## src/rtl/seq_arb_pkg.sv

```systemverilog
// Shared constants and helpers for the 4-input grant-hold arbiter front-end.
package seq_arb_pkg;

  localparam int NPORTS    = 4;
  localparam int SRC_NBITS = 2;

  // True when more than one bit of a port vector is set.
  function automatic logic multi_hot(input logic [NPORTS-1:0] v);
    return (v & (v - {{(NPORTS-1){1'b0}}, 1'b1})) != '0;
  endfunction

endpackage

```

## src/rtl/seq_arb_pkt_fifo.sv

```systemverilog
// Per-port beat FIFO; push_rdy depends only on the registered count.
module seq_arb_pkt_fifo #(
  parameter int DEPTH = 2,
  parameter int WIDTH = 9
) (
  input  logic             clk,
  input  logic             reset,
  input  logic             push_val,
  output logic             push_rdy,
  input  logic [WIDTH-1:0] push_data,
  input  logic             pop_en,
  output logic             pop_val,
  output logic [WIDTH-1:0] pop_data
);

  localparam int PTR_NBITS = $clog2(DEPTH);
  localparam int CNT_NBITS = PTR_NBITS + 1;

  logic [WIDTH-1:0]     mem [DEPTH];
  logic [PTR_NBITS-1:0] wr_ptr;
  logic [PTR_NBITS-1:0] rd_ptr;
  logic [CNT_NBITS-1:0] count;
  logic                 do_push;
  logic                 do_pop;

  assign push_rdy = count != CNT_NBITS'(DEPTH);
  assign pop_val  = count != '0;
  assign do_push  = push_val && push_rdy;
  assign do_pop   = pop_en && pop_val;
  assign pop_data = mem[rd_ptr];

  // DEPTH is a power of two, so the pointers wrap naturally.
  always_ff @(posedge clk or posedge reset) begin
    if (reset) begin
      wr_ptr <= '0;
      rd_ptr <= '0;
      count  <= '0;
    end else begin
      if (do_push) wr_ptr <= wr_ptr + PTR_NBITS'(1);
      if (do_pop)  rd_ptr <= rd_ptr + PTR_NBITS'(1);
      case ({do_push, do_pop})
        2'b10:   count <= count + CNT_NBITS'(1);
        2'b01:   count <= count - CNT_NBITS'(1);
        default: count <= count;
      endcase
    end
  end

  always_ff @(posedge clk) begin
    if (do_push) mem[wr_ptr] <= push_data;
  end

endmodule

```

## src/rtl/seq_arb_pkt_frontend_4in.sv

```systemverilog
// Front-end for the 4-input grant-hold arbiter: buffers packets per port,
// drives reqs/holds, pops the granted beat and forwards it registered.
module seq_arb_pkt_frontend_4in
  import seq_arb_pkg::*;
#(
  parameter int MSG_NBITS = 8,
  parameter int DEPTH     = 2
) (
  input  logic                          clk,
  input  logic                          reset,
  input  logic [NPORTS-1:0]             in_val,
  output logic [NPORTS-1:0]             in_rdy,
  input  logic [NPORTS*MSG_NBITS-1:0]   in_msg,
  input  logic [NPORTS-1:0]             in_last,
  output logic [NPORTS-1:0]             reqs,
  output logic [NPORTS-1:0]             holds,
  input  logic [NPORTS-1:0]             grants,
  output logic                          out_val,
  output logic [MSG_NBITS-1:0]          out_msg,
  output logic                          out_last,
  output logic [SRC_NBITS-1:0]          out_src,
  output logic                          err
);

  typedef struct packed {
    logic                 last;
    logic [MSG_NBITS-1:0] msg;
  } beat_t;

  beat_t                 push_beat [NPORTS];
  beat_t                 head      [NPORTS];
  beat_t                 popped;
  logic [NPORTS-1:0]     not_empty;
  logic [NPORTS-1:0]     pop_en;
  logic [NPORTS-1:0]     pkt_active;
  logic                  pop_any;
  logic [SRC_NBITS-1:0]  pop_idx;
  logic                  lock_conflict;
  logic                  err_now;

  for (genvar i = 0; i < NPORTS; i++) begin : g_port
    assign push_beat[i] = {in_last[i], in_msg[i*MSG_NBITS +: MSG_NBITS]};

    seq_arb_pkt_fifo #(
      .DEPTH (DEPTH),
      .WIDTH ($bits(beat_t))
    ) u_fifo (
      .clk       (clk),
      .reset     (reset),
      .push_val  (in_val[i]),
      .push_rdy  (in_rdy[i]),
      .push_data (push_beat[i]),
      .pop_en    (pop_en[i]),
      .pop_val   (not_empty[i]),
      .pop_data  (head[i])
    );
  end

  assign reqs  = not_empty;
  assign holds = pkt_active;

  // Only the lowest granted non-empty port pops, even under an illegal grant.
  always_comb begin
    pop_any = 1'b0;
    pop_idx = '0;
    for (int i = NPORTS - 1; i >= 0; i--) begin
      if (grants[i] && not_empty[i]) begin
        pop_any = 1'b1;
        pop_idx = SRC_NBITS'(i);
      end
    end
  end

  assign pop_en = pop_any ? (NPORTS'(1) << pop_idx) : '0;
  assign popped = head[pop_idx];

  always_comb begin
    lock_conflict = 1'b0;
    for (int i = 0; i < NPORTS; i++) begin
      for (int j = 0; j < NPORTS; j++) begin
        if (i != j && pkt_active[i] && grants[j]) lock_conflict = 1'b1;
      end
    end
  end

  assign err_now = multi_hot(grants) ||
                   ((grants & ~not_empty & ~pkt_active) != '0) ||
                   lock_conflict;

  // A bubble grant (held port, empty FIFO) leaves the lock and payload untouched.
  always_ff @(posedge clk or posedge reset) begin
    if (reset) begin
      pkt_active <= '0;
      out_val    <= 1'b0;
      out_msg    <= '0;
      out_last   <= 1'b0;
      out_src    <= '0;
      err        <= 1'b0;
    end else begin
      out_val <= pop_any;
      if (pop_any) begin
        out_msg             <= popped.msg;
        out_last            <= popped.last;
        out_src             <= pop_idx;
        pkt_active[pop_idx] <= !popped.last;
      end
      if (err_now) err <= 1'b1;
    end
  end

endmodule

```

## config.mk

```make
export PLATFORM = sky130hd
export DESIGN_NAME = seq_arb_pkt_frontend_4in
export DESIGN_NICKNAME = d
export VERILOG_FILES = /design/src/rtl/seq_arb_pkg.sv /design/src/rtl/seq_arb_pkt_fifo.sv /design/src/rtl/seq_arb_pkt_frontend_4in.sv
export SDC_FILE = /design/constraint.sdc
export NUM_CORES = 1
export LEC_CHECK = 0
export CORE_AREA = 2 2 92 94
export DETAILED_ROUTE_END_ITERATION = 8
export DIE_AREA = 0 0 94 96
export GPL_TIMING_DRIVEN = 0
export PLACE_DENSITY = 0.9
export REMOVE_ABC_BUFFERS = 1
export SLEW_MARGIN = 25
export SYNTH_ARGS = -nofsm -noshare
export SYNTH_HDL_FRONTEND = slang
export SYNTH_HIERARCHICAL = 1
export SYNTH_SLANG_ARGS = --single-unit
export TNS_END_PERCENT = 20
```

## constraint.sdc

```tcl
create_clock -name clk -period 5.1 [get_ports clk]
set_input_delay 1.02 -clock clk [delete_from_list [all_inputs] [get_ports clk]]
set_output_delay 1.02 -clock clk [all_outputs]
set_load 0.005 [all_outputs]
```

# Word-level counts from Yosys, hierarchy flattened

Memories as Yosys holds them, arrays and structs flattened.
Cells that the tools add are included.
W data, S select, Z words.

Logic and storage cells: 138
Input bits: 46
Bits in latches: 0
RAM bits: 72
Register bits: 33
Memories: 4
Output and inout port bits: 25
Memory bits (read-only): 0

Reductions and logical operators: 38
Equal/unequal tests: 12
Mux-type cells: 39
Add/subtract/negate cells: 17
Divide/modulo/power cells: 0
Bitwise logic cells: 6
$lt $le $gt $ge: 3
Shift-type cells: 1
Multipliers: 0

Memories:

| name                 | words | bits a word | read ports | clocked after Yosys merged registers in | wr ports | RTL line               | text |
|---|---|---|---|---|---|---|---|
| g_port[0].u_fifo.mem | 2     | 9           | 1          | 0                                       | 1        | seq_arb_pkt_fifo.sv:19 | `logic [WIDTH-1:0] mem [DEPTH];` |
| g_port[1].u_fifo.mem | 2     | 9           | 1          | 0                                       | 1        | seq_arb_pkt_fifo.sv:19 |  |
| g_port[2].u_fifo.mem | 2     | 9           | 1          | 0                                       | 1        | seq_arb_pkt_fifo.sv:19 |  |
| g_port[3].u_fifo.mem | 2     | 9           | 1          | 0                                       | 1        | seq_arb_pkt_fifo.sv:19 |  |

Operator list:

| operator              | count |
|---|---|
| $logic_and A1 B1 Y1   | 25 |
| $mux W1               | 25 |
| $bmux W9 S2           | 1 |
| $mux W9               | 2 |
| $pmux W2 S2           | 4 |
| $reduce_bool A2 Y1    | 8 |
| $and A4 B4 Y4         | 3 |
| $add A1 B1 Y1 const B | 8 |
| $add A2 B1 Y2 const B | 4 |
| $eq A2 B1 Y1 const B  | 4 |
| $eq A2 B2 Y1 const B  | 4 |
| $mux W2               | 4 |
| $ne A2 B2 Y1 const B  | 4 |
| $not A4 Y4            | 2 |
| $reduce_bool A4 Y1    | 2 |
| $sub A2 B1 Y2 const B | 4 |
| $bwmux W4             | 1 |
| $mux W4               | 1 |
| $shl A1 B2 Y4 const A | 1 |
| $sub A4 B1 Y4 const B | 1 |
| $ge A3 B3 Y1 const B  | 1 |
| $lt A2 B3 Y1 const B  | 1 |
| $not A2 Y3            | 1 |
| $demux W1 S2          | 1 |
| other kinds (3)       | 4 |

# Longest topological paths before layout

Gate-level depths: netlist (run 1).

Depth after elaboration: 14
Gate-level depth with buffers: 10
Mapped depth without buffers: 9

# Cells and area by module

The synthesis (run 1) kept the hierarchy.

By module, submodules not included:

| module                   | cells an instance | instances | sequential area each (µm²) | area each (µm²) |
|---|---|---|---|---|
| seq_arb_pkt_fifo         | 46                | 4         | 640.6                      | 845.8 |
| seq_arb_pkt_frontend_4in | 107               | 1         | 425.4                      | 1,043.5 |

# Worst setup path after synthesis (run 1)

No wires, ideal clock.

Path kind: input-to-reg
Start point: input port grants[0]
End point: register g_port[2].u_fifo.count[1]
Cell stages on the path: 6
Arrival: 2,099 ps
Setup time: 79 ps
Buffers on the path: 0
Slack: 2,922 ps
Cell sequence: a22o_2 -> nor2_1 -> and2_4 -> ha_1 -> nor2_1 -> xor2_1

Cells in the longest elaborated chain, start to end: 7
Elaborated cells between the ends (all ways): 10
Classes of those cells: eq/ne (2); shift (1); mux (4); reduce/logical (3)

RTL lines:

| item                                              | RTL line                       | text |
|---|---|---|
| start: declaration                                | seq_arb_pkt_frontend_4in.sv:17 | `input logic [NPORTS-1:0] grants,` |
| $logic_and A1 B1 Y1 *                             | seq_arb_pkt_frontend_4in.sv:67 | `if (grants[i] && not_empty[i]) begin` |
| $mux W2                                           | seq_arb_pkt_frontend_4in.sv:67 |  |
| $shl A1 B2 Y4                                     | seq_arb_pkt_frontend_4in.sv:74 | `assign pop_en = pop_any ? (NPORTS'(1) << pop_idx) : '0;` |
| $mux W4 *                                         | seq_arb_pkt_frontend_4in.sv:74 |  |
| via pop_en[2]                                     | seq_arb_pkt_frontend_4in.sv:34 | `logic [NPORTS-1:0] pop_en;` |
| $logic_and A1 B1 Y1 *                             | seq_arb_pkt_fifo.sv:29         | `assign do_pop = pop_en && pop_val;` |
| via g_port[2].u_fifo.do_pop                       | seq_arb_pkt_fifo.sv:24         | `logic do_pop;` |
| $eq A2 B1 Y1 or $eq A2 B2 Y1 (tied branches)      | seq_arb_pkt_fifo.sv:41         | `case ({do_push, do_pop})` |
| $pmux W2 S2 or $reduce_bool A2 Y1 (tied branches) | --                             |  |
| end signal: assignment                            | seq_arb_pkt_fifo.sv:42         | `2'b10: count <= count + CNT_NBITS'(1);` |
| end signal: assignment                            | seq_arb_pkt_fifo.sv:43         | `2'b01: count <= count - CNT_NBITS'(1);` |
| end signal: assignment                            | seq_arb_pkt_fifo.sv:44         | `default: count <= count;` |
| end: declaration                                  | seq_arb_pkt_fifo.sv:22         | `logic [CNT_NBITS-1:0] count;` |

Mark *: on every way through the listed nets, which the timed path passes. The rest lies on a longest branch.
A chain may end at the register's enable or synchronous reset.

# Worst setup path after layout (run 1)

Start point: input port grants[1]
End point: register g_port[1].u_fifo.count[1]

Cells in the longest elaborated chain, start to end: 8
Elaborated cells between the ends (all ways): 12
Classes of those cells: eq/ne (2); shift (1); mux (6); reduce/logical (3)

RTL lines:

| item                                              | RTL line |
|---|---|
| $logic_and A1 B1 Y1 *                             | seq_arb_pkt_frontend_4in.sv:67 |
| $mux W2 (2 in a row)                              | seq_arb_pkt_frontend_4in.sv:67 |
| $shl A1 B2 Y4                                     | seq_arb_pkt_frontend_4in.sv:74 |
| $mux W4 *                                         | seq_arb_pkt_frontend_4in.sv:74 |
| via pop_en[1]                                     | seq_arb_pkt_frontend_4in.sv:34 |
| $logic_and A1 B1 Y1 *                             | seq_arb_pkt_fifo.sv:29 |
| via g_port[1].u_fifo.do_pop                       | seq_arb_pkt_fifo.sv:24 |
| $eq A2 B1 Y1 or $eq A2 B2 Y1 (tied branches)      | seq_arb_pkt_fifo.sv:41 |
| $pmux W2 S2 or $reduce_bool A2 Y1 (tied branches) | -- |
| end signal: assignment                            | seq_arb_pkt_fifo.sv:42 |
| end signal: assignment                            | seq_arb_pkt_fifo.sv:43 |
| end signal: assignment                            | seq_arb_pkt_fifo.sv:44 |
| end: declaration                                  | seq_arb_pkt_fifo.sv:22 |

Marks and branches as above.

==> impl_results.md, run 1 <==
- Worst Hold Class: register to register
- Total die area: 9020 um^2
- Longest Clk Path Bufs: 2
- Slew headroom: between 40% and 50%
- Arrival @ worst endpoint: approximately 3400 ps
- Post-synthesis async set-or-reset flop share: a little under a third
- Final HPWL DP: 6190 um
- Chip Height: 96 um
- Via count: approximately 2600
- Syn Inst Count: 291
- Clock sink count: between 100 and 150
- Final slew viol count: 0
- I/O pin count: a little over 70
- Ys Warns: 6
- Post-CTS resize count: 0
- CTS buffer count: 9
- CTS hold repair buffers: 0
- Sequential share of the synthesized area: between 60% and 70%
- Routed Wire Length: between 8000 and 9000 um
- Row count: 33
- Port Buffer Count: 70
- CP Launch Type: input pin
- H-tree lvl count: 3
- GRT Total Usage: about a fifth
- Crit path time final: 3110 ps
- Maximum Capacitance Violations: 0
- Layout cells sized above 1: between 10% and 20%
- Post-route clock skew: roughly 8 ps
- Req. time, crit path: 5400 ps
- Pleak: about 2.1 nW
- 1st-iter DRT viols: about 190
- Pin count of the biggest net entering global routing: 18
- Synth top area cells: edfxtp_1 49%, dfrtp_1 19%, mux2_2 9.4%
- Total power: ~0.003 W
- Die width: 94 um
- Clk root buf: clkbuf_8
- DRC: 0
- #FFs+latches synth: about 110
- Core footprint: 8050 um^2
- Initial antenna violation count: 0
- Setup Crit Path Kind: input pin to register
- Final #Nets: approximately 410
- Synth unique cells: 33
- Post-Syn Area per Cell: about 15 um^2
- Number of global-route vias before repair: 2678
- Number of flops mapped to enable cells by yosys: 72
- Setup TNS: 0 ps
- Setup crit end kind: register
- First-pass detailed-route iteration total: 4
- First-pass GRT wire length: about 14000 um
- Top FF cell, synth: edfxtp_1
- Remaining antenna violation count: 0
- Worst R2R Path Depth: 8
- ANT cells: 0
- RSZ-0062 raised after global routing: no
- Gpl congestion: about 0.8
- Vias per cell: 5.57
- # fillers: 571
- Pwr per Cell Area: about 570 nW/um^2
- VDD IR max: between 0.0002 and 0.0003 V
- Synth area leader: edfxtp_1
- Slew at the pin closest to its max-slew limit: 764 ps
- Total gr overflow: 0
- Commonest non-fill, non-tap cell in the layout: edfxtp_1
- CTS tree: done
- Clk Latency, worst-skew pair: 360 ps
- Top cell type's share of synthesized area: roughly 49%
- Most frequent cells in the layout: 72 x edfxtp_1, 70 x clkdlybuf4s50_1, 37 x mux2_2
- Post-CTS Setup Repair Bufs: 0
- CTS clk-pin slew, worst paths: 90 ps
- Hold Path Depth: 1
- Crit path max fanout: 16
- Layout area overhead: 23.2%
- Starting density of the core: between 50% and 60%
- DR WL/cell: 18.5 um
- Mapped cell area: 4430 um^2
- Finish-stage setup viols: 0
- Peak Freq: approximately 0.32 GHz
- Final period util: about three fifths
- Final Hold Fails: 0
- Run status: finished, final reports clean
-- sequential cells by signal, summed over array words and instances, names as in the netlist --
| signal | flops |
|---|---|
| err | 1 |
| g_port.u_fifo/count | 8 |
| g_port.u_fifo/mem | 72 |
| g_port.u_fifo/rd_ptr | 4 |
| g_port.u_fifo/wr_ptr | 4 |
| holds | 4 |
| out_last | 1 |
| out_msg | 8 |
| out_src | 2 |
| out_val | 1 |
-- worst paths after layout --
| check | to | slack, ps | start |
|---|---|---|---|
| hold reg to reg | g_port[1].u_fifo/count[1]$_DFFE_PP0P_ | 500 | g_port[1].u_fifo/count[1]$_DFFE_PP0P_ |
| max in group asynchronous | err$_DFFE_PP0P_ | 3340 | reset |
| setup reg to reg | g_port[3].u_fifo/count[1]$_DFFE_PP0P_ | 2610 | g_port[2].u_fifo/count[0]$_DFFE_PP0P_ |
| hold / removal | g_port[1].u_fifo/count[1]$_DFFE_PP0P_ | 500 | g_port[1].u_fifo/count[1]$_DFFE_PP0P_ |
| setup / recovery | g_port[1].u_fifo/count[1]$_DFFE_PP0P_ | 1990 | grants[1] |
| min in group asynchronous | g_port[3].u_fifo/count[1]$_DFFE_PP0P_ | 1080 | reset |
-- cell usage after synthesis (8+ instances only) --
master,number
edfxtp_1,72
nand2_1,10
mux2_2,37
nor2_1,13
mux2i_1,16
buf_2,9
xor2_1,8
xnor2_1,12
a2bb2oi_1,8
a21oi_1,20
inv_1,8
dfrtp_1,33
-- per-stage QoR --
stage               std cells  hold WS [ps]  cell area, um^2  setup slack (ps)  util (%)
floorplan                 281           456             4370              2660         -
global placement          456           471             5210              1750      64.7
detailed placement        456           477             5210              1670      64.7
CTS                       472           499             5450              2080      67.7
global route              473           510             5460              1810      67.8
finish                    473           499             5460              1990      67.8
-- metal layers --
metal  wire length, um  track usage [%]
met5                 0                0
met4               235             8.82
met3               530             5.40
met2              4420             34.5
met1              3550             25.9
-- power by group --
group	leakage, nW	internal [W]	switching, W
combinational	0.897	0.000588	0.000493
sequential	1.05	0.00120	0.000199
clock	0.113	0.000328	0.000273
-- worst max-delay path, cell delays in order --
cell and delay, ps:
clkdlybuf4s50_1 860, nand2_1 450, nor2_1 310, and2_4 210, ha_1 260, nor2_1 140
xor2_1 140
-- logic make-up (layout without fill, tap and decap cells) --
group / after synthesis / after routing / share of synthesized area, %
AND/OR/NAND/NOR: 44 / 44 / 5.09
flip-flops: 105 / 105 / 67.5
buffers and inverters: 18 / 95 / 1.87
adder cells (fa/ha/maj): 4 / 4 / 1.13
XOR/XNOR: 20 / 20 / 3.96
multiplexers: 53 / 53 / 13.0
AO/OA/AOI/OAI: 47 / 47 / 7.43
-- cell type report --
| type | count | area [um^2] | share of cell area, % |
|---|---|---|---|
| flip-flops and latches | 105 | 2990 | 54.8 |
| multi-input cells | 168 | 1360 | 24.9 |
| repair buffers | 71 | 708 | 13.0 |
| well taps | 105 | 131 | 2.41 |
| clock buffers | 10 | 128 | 2.34 |
| clock inverters | 6 | 114 | 2.09 |
| inverters | 8 | 30.0 | 0.550 |
(Power assumes the default switching activity.)
==> inputs of run 2 (changes only) <==
--- a/config.mk
+++ b/config.mk
@@ -5,11 +5,11 @@
 export SDC_FILE = /design/constraint.sdc
 export NUM_CORES = 1
 export LEC_CHECK = 0
-export CORE_AREA = 2 2 92 94
+export CORE_AREA = 2 2 95 97
 export DETAILED_ROUTE_END_ITERATION = 8
-export DIE_AREA = 0 0 94 96
+export DIE_AREA = 0 0 97 99
 export GPL_TIMING_DRIVEN = 0
-export PLACE_DENSITY = 0.9
+export PLACE_DENSITY = 0.86
 export REMOVE_ABC_BUFFERS = 1
 export SLEW_MARGIN = 25
 export SYNTH_ARGS = -nofsm -noshare
==> constraint.sdc (replaced) <==
create_clock -name clk -period 3.15 [get_ports clk]
set_input_delay 0.63 -clock clk [delete_from_list [all_inputs] [get_ports clk]]
set_output_delay 0.63 -clock clk [all_outputs]
set_load 0.005 [all_outputs]
==> run 2 against run 1 <==
  * Critical path depth up 1
  * Clock skew up 0.87 ps
  * Clock power up 41%
  * Die area up 6.4%
  * Critical endpoint is now g_port[3].u_fifo/count[1]$_DFFE_PP0P_
==> impl_results.md, run 2 (synthesized netlist as in run 1, its figures left out) <==
- Final slew viol count: 0
- Pleak: between 2 and 2.5 nW
- Final period util: between 80% and 90%
- Remaining antenna violation count: 0
- Final HPWL DP: ~6600 um
- Longest Clk Path Bufs: 2
- Setup TNS: 0 ps
- Clock sink count: 105
- Run status: finished, final reports clean
- Core footprint: 8550 um^2
- Register area: ~3000 um^2
- Slowest stage delay, CP: around 540 ps
- CP Launch Type: input pin
- Post-route clock skew: between 9 and 10 ps
- Starting density of the core: about 52%
- Crit path time final: 2680 ps
- Maximum Capacitance Violations: 0
- Critical path, cell by cell: clkdlybuf4s50_1 -> nand2_1 -> nand3_1 -> nor2_1 -> and2_4 -> ha_1 -> nor2_1 -> xor2_1
- Chip Height: between 90 and 100 um
- CTS tree: done
- Slew headroom: 46.5%
- DR WL/cell: about 19 um
- Port Buffer Count: 70
- Total gr overflow: 0
- CTS clk-pin slew, worst paths: 100 ps
- DRC: 0
- Gpl congestion: 0.885
- Final #Nets: 413
- Final core occ: 63.4%
- RSZ-0062 raised after global routing: no
- Pin count of the biggest net entering global routing: 18
- Post-CTS Setup Repair Bufs: 0
- Crit path max fanout: 11
- Top cell by count, worst path: nor2_1
- Pwr per Cell Area: between 800 and 900 nW/um^2
- CTS hold repair buffers: 0
- Arrival @ worst endpoint: just under 3000 ps
- Slew at the pin closest to its max-slew limit: between 700 and 800 ps
- GRT Total Usage: a little under a fifth
- Multi-input gate area: 1360 um^2
- Layout area overhead: 22.4%
- Total die area: 9600 um^2
- ANT cells: 0
- Clk root buf: clkbuf_8
- First-pass detailed-route iteration total: 5
- Most frequent cells in the layout: 72 x edfxtp_1, 70 x clkdlybuf4s50_1, 37 x mux2_2
- First-pass GRT wire length: 13900 um
- 1st-iter DRT viols: between 200 and 250
- VDD IR max: roughly 0.00038 V
- Finish-stage setup viols: 0
- Largest regs: g_port.u_fifo/mem x72, g_port.u_fifo/count x8, out_msg x8
- Setup Crit Path Kind: input pin to register
- CTS buffer count: 9
- Layout cells sized above 1: 16.6%
- Crit path max-delay cell type: clkdlybuf4s50_1
- Setup crit end kind: register
- H-tree lvl count: 3
- Biggest register: g_port.u_fifo/mem
- Number of global-route vias before repair: 2715
- Clk Latency, worst-skew pair: 370 ps
- Worst Hold Class: register to register
- I/O pin count: 71
- Via count: ~2600
- Req. time, crit path: 3450 ps
- Post-CTS resize count: 0
- Row count: 34
- Commonest non-fill, non-tap cell in the layout: edfxtp_1
- Max FFs per register: 72
- Initial antenna violation count: 0
- Final Hold Fails: 0
- # fillers: just over 600
- Die width: 97 um
- Vias per cell: roughly 5.6
- Peak Freq: approximately 0.37 GHz
- Routed Wire Length: around 8900 um
[run 2: power breakdown]
part	total, W	internal (W)	leakage, nW	switching [W]
clock network	0.000849	0.000389	0.0926	0.000460
registers	0.00226	0.00195	1.05	0.000315
logic	0.00176	0.000951	0.896	0.000812
[run 2: final cells by class]
| class | instances | share of cell area (%) |
|---|---|---|
| Sequential cell | 105 | 55.2 |
| Clock inverter | 6 | 1.20 |
| Inverter | 8 | 0.554 |
| Multi-Input combinational cell | 168 | 25.0 |
| Tap cell | 108 | 2.49 |
| Clock buffer | 10 | 2.54 |
| Timing Repair Buffer | 71 | 13.0 |
[run 2: worst max-delay path, delay by kind of cell]
family | cells | cell delay (ps)
xor+xnor | 1 | 180
buf+inv | 1 | 540
simple gates | 5 | 1370
fa+ha+maj | 1 | 250
[run 2: path summary, 6_finish.rpt]
kind                            cells past startpoint                                     to  slack [ps]                             startpoint
worst max-delay path                                8  g_port[3].u_fifo/count[1]$_DFFE_PP0P_         470                              grants[2]
worst min register to register                      1  g_port[2].u_fifo/count[1]$_DFFE_PP0P_         490  g_port[2].u_fifo/count[1]$_DFFE_PP0P_
max in group asynchronous                           2                   holds[3]$_DFFE_PP0P_        1860                                  reset
worst min-delay path                                1  g_port[2].u_fifo/count[1]$_DFFE_PP0P_         490  g_port[2].u_fifo/count[1]$_DFFE_PP0P_
worst max register to register                      8  g_port[3].u_fifo/count[1]$_DFFE_PP0P_         550  g_port[2].u_fifo/count[0]$_DFFE_PP0P_
min in group asynchronous                           2    g_port[2].u_fifo/wr_ptr$_DFFE_PP0N_         660                                  reset
[run 2: stage by stage]
stage / hold slack (ps) / power [W] / setup WS, ps / instances / area, um^2
2_1_floorplan: 396 / 0.00329 / 998 / 281 / 4370
4_1_cts: 498 / 0.00489 / 529 / 475 / 5410
3_5_place_dp: 483 / 0.00404 / 123 / 459 / 5210
6_report: 492 / 0.00487 / 475 / 476 / 5420
3_3_place_gp: 472 / 0.00395 / 263 / 459 / 5210
5_1_grt: 507 / 0.00513 / 323 / 476 / 5420
[run 2: metal layers]
layer,share of wire [%],GRT usage (%),up-vias
li1,-,-,1223
met1,41,25.2,1309
met2,50,31.0,95
met3,5.6,3.19,17
met4,3.1,10.1,0
met5,0,0,-
